**src/rtl/psr_cond_unit_if.sv**
```systemverilog
// Flag-update and condition/decision bus between the ALU/writeback stage,
// the PSR condition unit and the PC-update logic.
interface psr_cond_unit_if;
  logic [4:0] PSRwrite;     // ALU flags: [4]=N [3]=Z [2]=F [1]=L [0]=C
  logic [4:0] flag_we;      // per-flag write enable, same bit order
  logic       psr_ld;       // full PSR restore, overrides flag_we
  logic [4:0] psr_ld_data;  // value for psr_ld
  logic       cond_valid;   // condition request valid
  logic [3:0] cond_code;    // condition code
  logic       cond_ready;   // unit can accept a condition
  logic       taken_valid;  // decision available
  logic       taken;        // 1 = condition true
  logic       taken_ready;  // downstream accepts decision
  logic [4:0] psr;          // current PSR contents

  // Producer side: ALU/writeback plus the branch requester and decision sink.
  modport master (
    output PSRwrite, flag_we, psr_ld, psr_ld_data, cond_valid, cond_code, taken_ready,
    input  cond_ready, taken_valid, taken, psr
  );

  // Condition unit side.
  modport slave (
    input  PSRwrite, flag_we, psr_ld, psr_ld_data, cond_valid, cond_code, taken_ready,
    output cond_ready, taken_valid, taken, psr
  );
endinterface

```
**src/rtl/psr_cond_unit.sv**
```systemverilog
// PSR condition unit: holds the 5-bit processor status register, applies
// masked flag updates or full restores, and evaluates branch condition codes
// into a single-entry registered taken/not-taken decision with a valid/ready
// handshake toward the fetch/branch logic.
module psr_cond_unit #(
  parameter bit         FORWARD = 1'b1,
  parameter logic [4:0] PSR_RST = 5'b00000
) (
  input logic           clk,
  input logic           reset,  // synchronous, active low
  psr_cond_unit_if.slave bus
);

  localparam int N_BIT = 4;
  localparam int Z_BIT = 3;
  localparam int F_BIT = 2;
  localparam int L_BIT = 1;
  localparam int C_BIT = 0;

  typedef enum logic [3:0] {
    CC_EQ = 4'h0, CC_NE = 4'h1, CC_CS = 4'h2, CC_CC = 4'h3,
    CC_HI = 4'h4, CC_LS = 4'h5, CC_GT = 4'h6, CC_LE = 4'h7,
    CC_FS = 4'h8, CC_FC = 4'h9, CC_LO = 4'hA, CC_HS = 4'hB,
    CC_LT = 4'hC, CC_GE = 4'hD, CC_UC = 4'hE, CC_NV = 4'hF
  } cond_e;

  logic [4:0] psr_q;
  logic [4:0] psr_next;
  logic [4:0] eff;
  logic       taken_valid_q;
  logic       taken_q;
  logic       accept;
  logic       decision;

  // Evaluate one condition code against a flag set.
  function automatic logic eval_cond(input cond_e code, input logic [4:0] f);
    logic r;
    r = 1'b0;
    unique case (code)
      CC_EQ: r =  f[Z_BIT];
      CC_NE: r = !f[Z_BIT];
      CC_CS: r =  f[C_BIT];
      CC_CC: r = !f[C_BIT];
      CC_HI: r =  f[L_BIT];
      CC_LS: r = !f[L_BIT];
      CC_GT: r =  f[N_BIT];
      CC_LE: r = !f[N_BIT];
      CC_FS: r =  f[F_BIT];
      CC_FC: r = !f[F_BIT];
      CC_LO: r = !f[L_BIT] && !f[Z_BIT];
      CC_HS: r =  f[L_BIT] ||  f[Z_BIT];
      CC_LT: r = !f[N_BIT] && !f[Z_BIT];
      CC_GE: r =  f[N_BIT] ||  f[Z_BIT];
      CC_UC: r = 1'b1;
      CC_NV: r = 1'b0;
    endcase
    return r;
  endfunction

  // Next PSR: full restore wins, otherwise merge ALU flags under the write mask.
  always_comb begin
    // NOTE: every always_comb output gets a default first so no path can infer a latch.
    psr_next = psr_q;
    if (bus.psr_ld) begin
      psr_next = bus.psr_ld_data;
    end else begin
      psr_next = (psr_q & ~bus.flag_we) | (bus.PSRwrite & bus.flag_we);
    end
  end

  // Flag view seen by a condition accepted this cycle.
  assign eff = FORWARD ? psr_next : psr_q;

  // The output register can take a new decision when empty or draining now.
  assign bus.cond_ready = !taken_valid_q || bus.taken_ready;
  assign accept         = bus.cond_valid && bus.cond_ready;
  assign decision       = eval_cond(cond_e'(bus.cond_code), eff);

  // PSR register and single-entry decision register; reset beats accept and drain.
  always_ff @(posedge clk) begin
    // NOTE: sequential state uses non-blocking assignments so every register samples pre-edge values.
    if (!reset) begin
      psr_q         <= PSR_RST;
      taken_valid_q <= 1'b0;
      taken_q       <= 1'b0;
    end else begin
      psr_q <= psr_next;
      if (accept) begin
        taken_valid_q <= 1'b1;
        taken_q       <= decision;
      end else if (bus.taken_ready) begin
        taken_valid_q <= 1'b0;
      end
    end
  end

  assign bus.psr         = psr_q;
  assign bus.taken_valid = taken_valid_q;
  assign bus.taken       = taken_q;

endmodule

```
**src/flat_wrapper.sv**
```systemverilog
// flat-port wrapper written by rule: the top's interface ports become plain ports
module psr_cond_unit_flat 
#(
  parameter bit         FORWARD = 1'b1,
  parameter logic [4:0] PSR_RST = 5'b00000
)
  (clk, reset, bus_PSRwrite, bus_flag_we, bus_psr_ld, bus_psr_ld_data, bus_cond_valid, bus_cond_code, bus_taken_ready, bus_cond_ready, bus_taken_valid, bus_taken, bus_psr);
  psr_cond_unit_if bus_i ();
  input logic clk;
  input logic reset;
  input wire logic [$bits(bus_i.PSRwrite)-1:0] bus_PSRwrite;
  input wire logic [$bits(bus_i.flag_we)-1:0] bus_flag_we;
  input wire logic [$bits(bus_i.psr_ld)-1:0] bus_psr_ld;
  input wire logic [$bits(bus_i.psr_ld_data)-1:0] bus_psr_ld_data;
  input wire logic [$bits(bus_i.cond_valid)-1:0] bus_cond_valid;
  input wire logic [$bits(bus_i.cond_code)-1:0] bus_cond_code;
  input wire logic [$bits(bus_i.taken_ready)-1:0] bus_taken_ready;
  output wire logic [$bits(bus_i.cond_ready)-1:0] bus_cond_ready;
  output wire logic [$bits(bus_i.taken_valid)-1:0] bus_taken_valid;
  output wire logic [$bits(bus_i.taken)-1:0] bus_taken;
  output wire logic [$bits(bus_i.psr)-1:0] bus_psr;
  assign bus_i.PSRwrite = bus_PSRwrite;
  assign bus_i.flag_we = bus_flag_we;
  assign bus_i.psr_ld = bus_psr_ld;
  assign bus_i.psr_ld_data = bus_psr_ld_data;
  assign bus_i.cond_valid = bus_cond_valid;
  assign bus_i.cond_code = bus_cond_code;
  assign bus_i.taken_ready = bus_taken_ready;
  assign bus_cond_ready = bus_i.cond_ready;
  assign bus_taken_valid = bus_i.taken_valid;
  assign bus_taken = bus_i.taken;
  assign bus_psr = bus_i.psr;
  psr_cond_unit #(.FORWARD(FORWARD), .PSR_RST(PSR_RST)) u_core (.clk(clk), .reset(reset), .bus(bus_i));
endmodule
```
**config.mk**
```make
export PLATFORM = sky130hd
export DESIGN_NAME = psr_cond_unit_flat
export DESIGN_NICKNAME = d
export VERILOG_FILES = /design/src/rtl/psr_cond_unit_if.sv /design/src/rtl/psr_cond_unit.sv /design/src/flat_wrapper.sv
export SDC_FILE = /design/constraint.sdc
export NUM_CORES = 1
export LEC_CHECK = 0
export ABC_AREA = 1
export BUFFER_PORTS_ARGS = -buffer_cell sky130_fd_sc_hd__buf_2
export CAP_MARGIN = 30
export CORE_MARGIN = 3
export CORE_UTILIZATION = 46
export CTS_BUF_LIST = sky130_fd_sc_hd__clkbuf_16
export DETAILED_ROUTE_END_ITERATION = 16
export PLACE_DENSITY = 0.81
export SLEW_MARGIN = 20
export SYNTH_ARGS = -nofsm -noshare
export SYNTH_HDL_FRONTEND = slang
export SYNTH_SLANG_ARGS = --single-unit
```
**constraint.sdc**
```tcl
create_clock -name clk -period 2.6 [get_ports clk]
set_clock_uncertainty 0.15 [all_clocks]
set_input_delay 0.52 -clock clk [delete_from_list [all_inputs] [get_ports clk]]
set_output_delay 0.52 -clock clk [all_outputs]
set_load 0.02 [all_outputs]
```
==> results.json <==
{
  "critPathArrivalTime_ps": 1530,
  "yosys_warnings": 0,
  "dr.pass1.iters": 4,
  "clock_path_buffers": 2,
  "cts_sinks": 7,
  "finalHoldViolCount": 0,
  "netlist_area_sq_um": 613.1,
  "dp_cells": 156,
  "slowest_stage": "inv_2",
  "diodes": 0,
  "antenna_left": 0,
  "synth-seq-cells": 7,
  "yosysMostFrequentCell": "nand2_1",
  "via_count": 848,
  "synthCells": 112,
  "ys_seq_area_share_pct": 22.86,
  "power_frac_clock_pct": 54.5,
  "critPathRequiredTime_ps": 2570,
  "ys.flop_type": "dfxtp_1",
  "syn2layout_area_growth_pct": 39.18,
  "clk_pin_slew_ps": 40,
  "p_switching_uw": 133.9,
  "nFillCells": 88,
  "synth_fa_ha_area_share_pct": 0,
  "cts_root_buf": "clkbuf_16",
  "power_frac_comb_pct": 20.9,
  "sequentialPowerShare_pct": 24.5,
  "holdPathStages": 2,
  "cts_setup_buffers": 0,
  "finalSetupViolCount": 0,
  "die-width_um": 42.51,
  "cp_cell_sequence": "buf_2 -> inv_2 -> nand3_1 -> nand3_1 -> nand2_1 -> nor2_1 -> nand2_1 -> nor2_1 -> a21oi_1",
  "finalWirelength_um": 1852,
  "async_reset_ff_share_pct": 0,
  "slew_violations": 0,
  "start_kind": "primary input",
  "grt_max_degree": 13,
  "switching_share_pct": 27.35,
  "muxShareOfSynthArea_pct": 0,
  "p_int_uw": 355.6,
  "synth_common_cells": "nand2_1, nor2_1, inv_1",
  "ctsResizeCount": 0,
  "die_area_sq_um": 1807,
  "final_nets": 171,
  "worstPathMaxFanout": 12,
  "antenna_found_initial": 0,
  "drv_cap": 0,
  "place.gp.congestion": 0.8347,
  "p_per_area_nw_per_um2": 573.6,
  "synth_cell_types": 19,
  "io_pins": 32,
  "ir_worst_vdd_uv": 342.4,
  "synth_area_per_cell_sq_um": 5.474,
  "cts_made_buffers": 3,
  "start_util_pct": 52.35,
  "synth_simple_gate_area_share_pct": 53.27,
  "layoutNonFillerInstCount": 160,
  "grt_pass1_wl_um": 2973,
  "path_class": "in2reg",
  "reg2reg_depth": 8,
  "die_h_um": 42.51,
  "grt_pass1_vias": 763,
  "status": "finished, final reports clean",
  "groute.usage.overall_pct": 21.62,
  "route.detailed.drc": 0,
  "synth_compound_gate_area_share_pct": 11.63,
  "drtIter0Drc": 48,
  "wl_per_cell_um": 11.58,
  "synthXorXnorAreaFrac_pct": 0,
  "dp_hpwl_um": 1295,
  "rows": 12,
  "relSlewSlack_pct": 84.28,
  "p_leak_nw": 0.4979,
  "synth_top_area_cell": "dfxtp_1",
  "synth_top_family_by_area": "simple AND/OR/NAND/NOR gates",
  "fmax_mhz": 643.0,
  "crit_path_end_kind": "register",
  "synth_edf_count": 0,
  "core_area_sq_um": 1171,
  "fin_util_pct": 72.86,
  "tns_ps": 0,
  "netlist_top_cells_area": "dfxtp_1, nand2_1, nor2_1",
  "totalPowerFinal_uw": 489.5,
  "synth_top_area_share_pct": 22.86,
  "max_stage_delay_ps": 190,
  "tritoncts": "done",
  "clk_latency_ps": 230,
  "hold_buffers": 0,
  "io_buffers": 31,
  "drive_above_1_share_pct": 28.08,
  "vias_per_cell": 5.300,
  "grt_overflow": 0,
  "finalCriticalPeriod_ps": 1555,
  "period_share_pct": 59.81,
  "syn_nets": 136,
  "tightest_slew_ps": 235.5,
  "hp-class": "reg2reg",
  "rsz0062_at_grt": "no",
  "htreeDepth": 1
}
[kinds of logic after synthesis]
family / Yosys count
and+or+nand+nor: 76
buffers and inverters: 18
AOI/OAI and AO/OA: 11
DFF: 7
[metrics by stage]
| step | instance area (sq um) | hold slack (ps) | setup slack [ps] |
|---|---|---|---|
| detailed placement | 774.5 | 353.8 | 869.8 |
| global route | 853.3 | 389.0 | 955.9 |
| global placement | 774.5 | 349.2 | 922.8 |
| finish | 853.3 | 357.5 | 1045 |
| floorplan | 613.1 | 455.5 | 1161 |
| CTS | 853.3 | 360.8 | 1048 |
[worst max-delay path, delay by kind of cell]
| kind | cells | cell delay [ps] |
|---|---|---|
| AO/OA/AOI/OAI | 1 | 60 |
| buffers and inverters | 2 | 310 |
| AND/OR/NAND/NOR | 6 | 630 |
[power by group through the flow]
stage / Combinational (mW) / Clock, mW / Sequential, mW
after global routing: 0.113 / 0.280 / 0.121
final: 0.102 / 0.267 / 0.120
after global placement: 0.0974 / 0 / 0.121
after floorplan: 0.0522 / 0 / 0.131
after CTS: 0.102 / 0.268 / 0.120
after detailed placement: 0.0996 / 0 / 0.121
[layout make-up]
| cell class | instances | area, sq um | area share, % |
|---|---|---|---|
| clock buffer | 3 | 75.07 | 8.798 |
| clock inverter | 1 | 3.754 | 0.4399 |
| inverter | 17 | 63.81 | 7.478 |
| multi-input combinational | 87 | 397.9 | 46.63 |
| sequential | 7 | 140.1 | 16.42 |
| tap | 14 | 17.52 | 2.053 |
| timing repair buffer | 31 | 155.1 | 18.18 |
[sequential cells by signal, summed over array words and instances (netlist names)]
register                flops
u_core.bus.taken            1
u_core.bus.taken_valid      1
u_core.bus.psr              5
[placed cells by master (no fill, tap or decap), drive strengths merged]
cell and n:
nor2 19, o211ai 2, nor3 1, inv 18, nand4 1, buf 31
o21ai 3, o21a 1, or2 2, dfxtp 7, a21oi 5, clkbuf 3
nand3 16, nand2 37
[per-layer routing]
| layer | track usage, % | up-vias | wire length (um) |
|---|---|---|---|
| met3 | 4.292 | 15 | 169 |
| met1 | 23.86 | 349 | 700 |
| met5 | 0 | - | 0 |
| li1 | - | 422 | - |
| met2 | 35.56 | 62 | 903 |
| met4 | 16.77 | 0 | 79 |
[worst paths after layout]
kind / start / endpoint / slack, ps
setup reg to reg: u_core.bus.psr[4] / u_core.bus.taken / 1330
hold / removal: u_core.bus.taken_valid / u_core.bus.taken_valid / 360
setup / recovery: bus_psr_ld / u_core.bus.taken / 1040
hold reg to reg: u_core.bus.taken_valid / u_core.bus.taken_valid / 360
(Power assumes the default switching activity.)
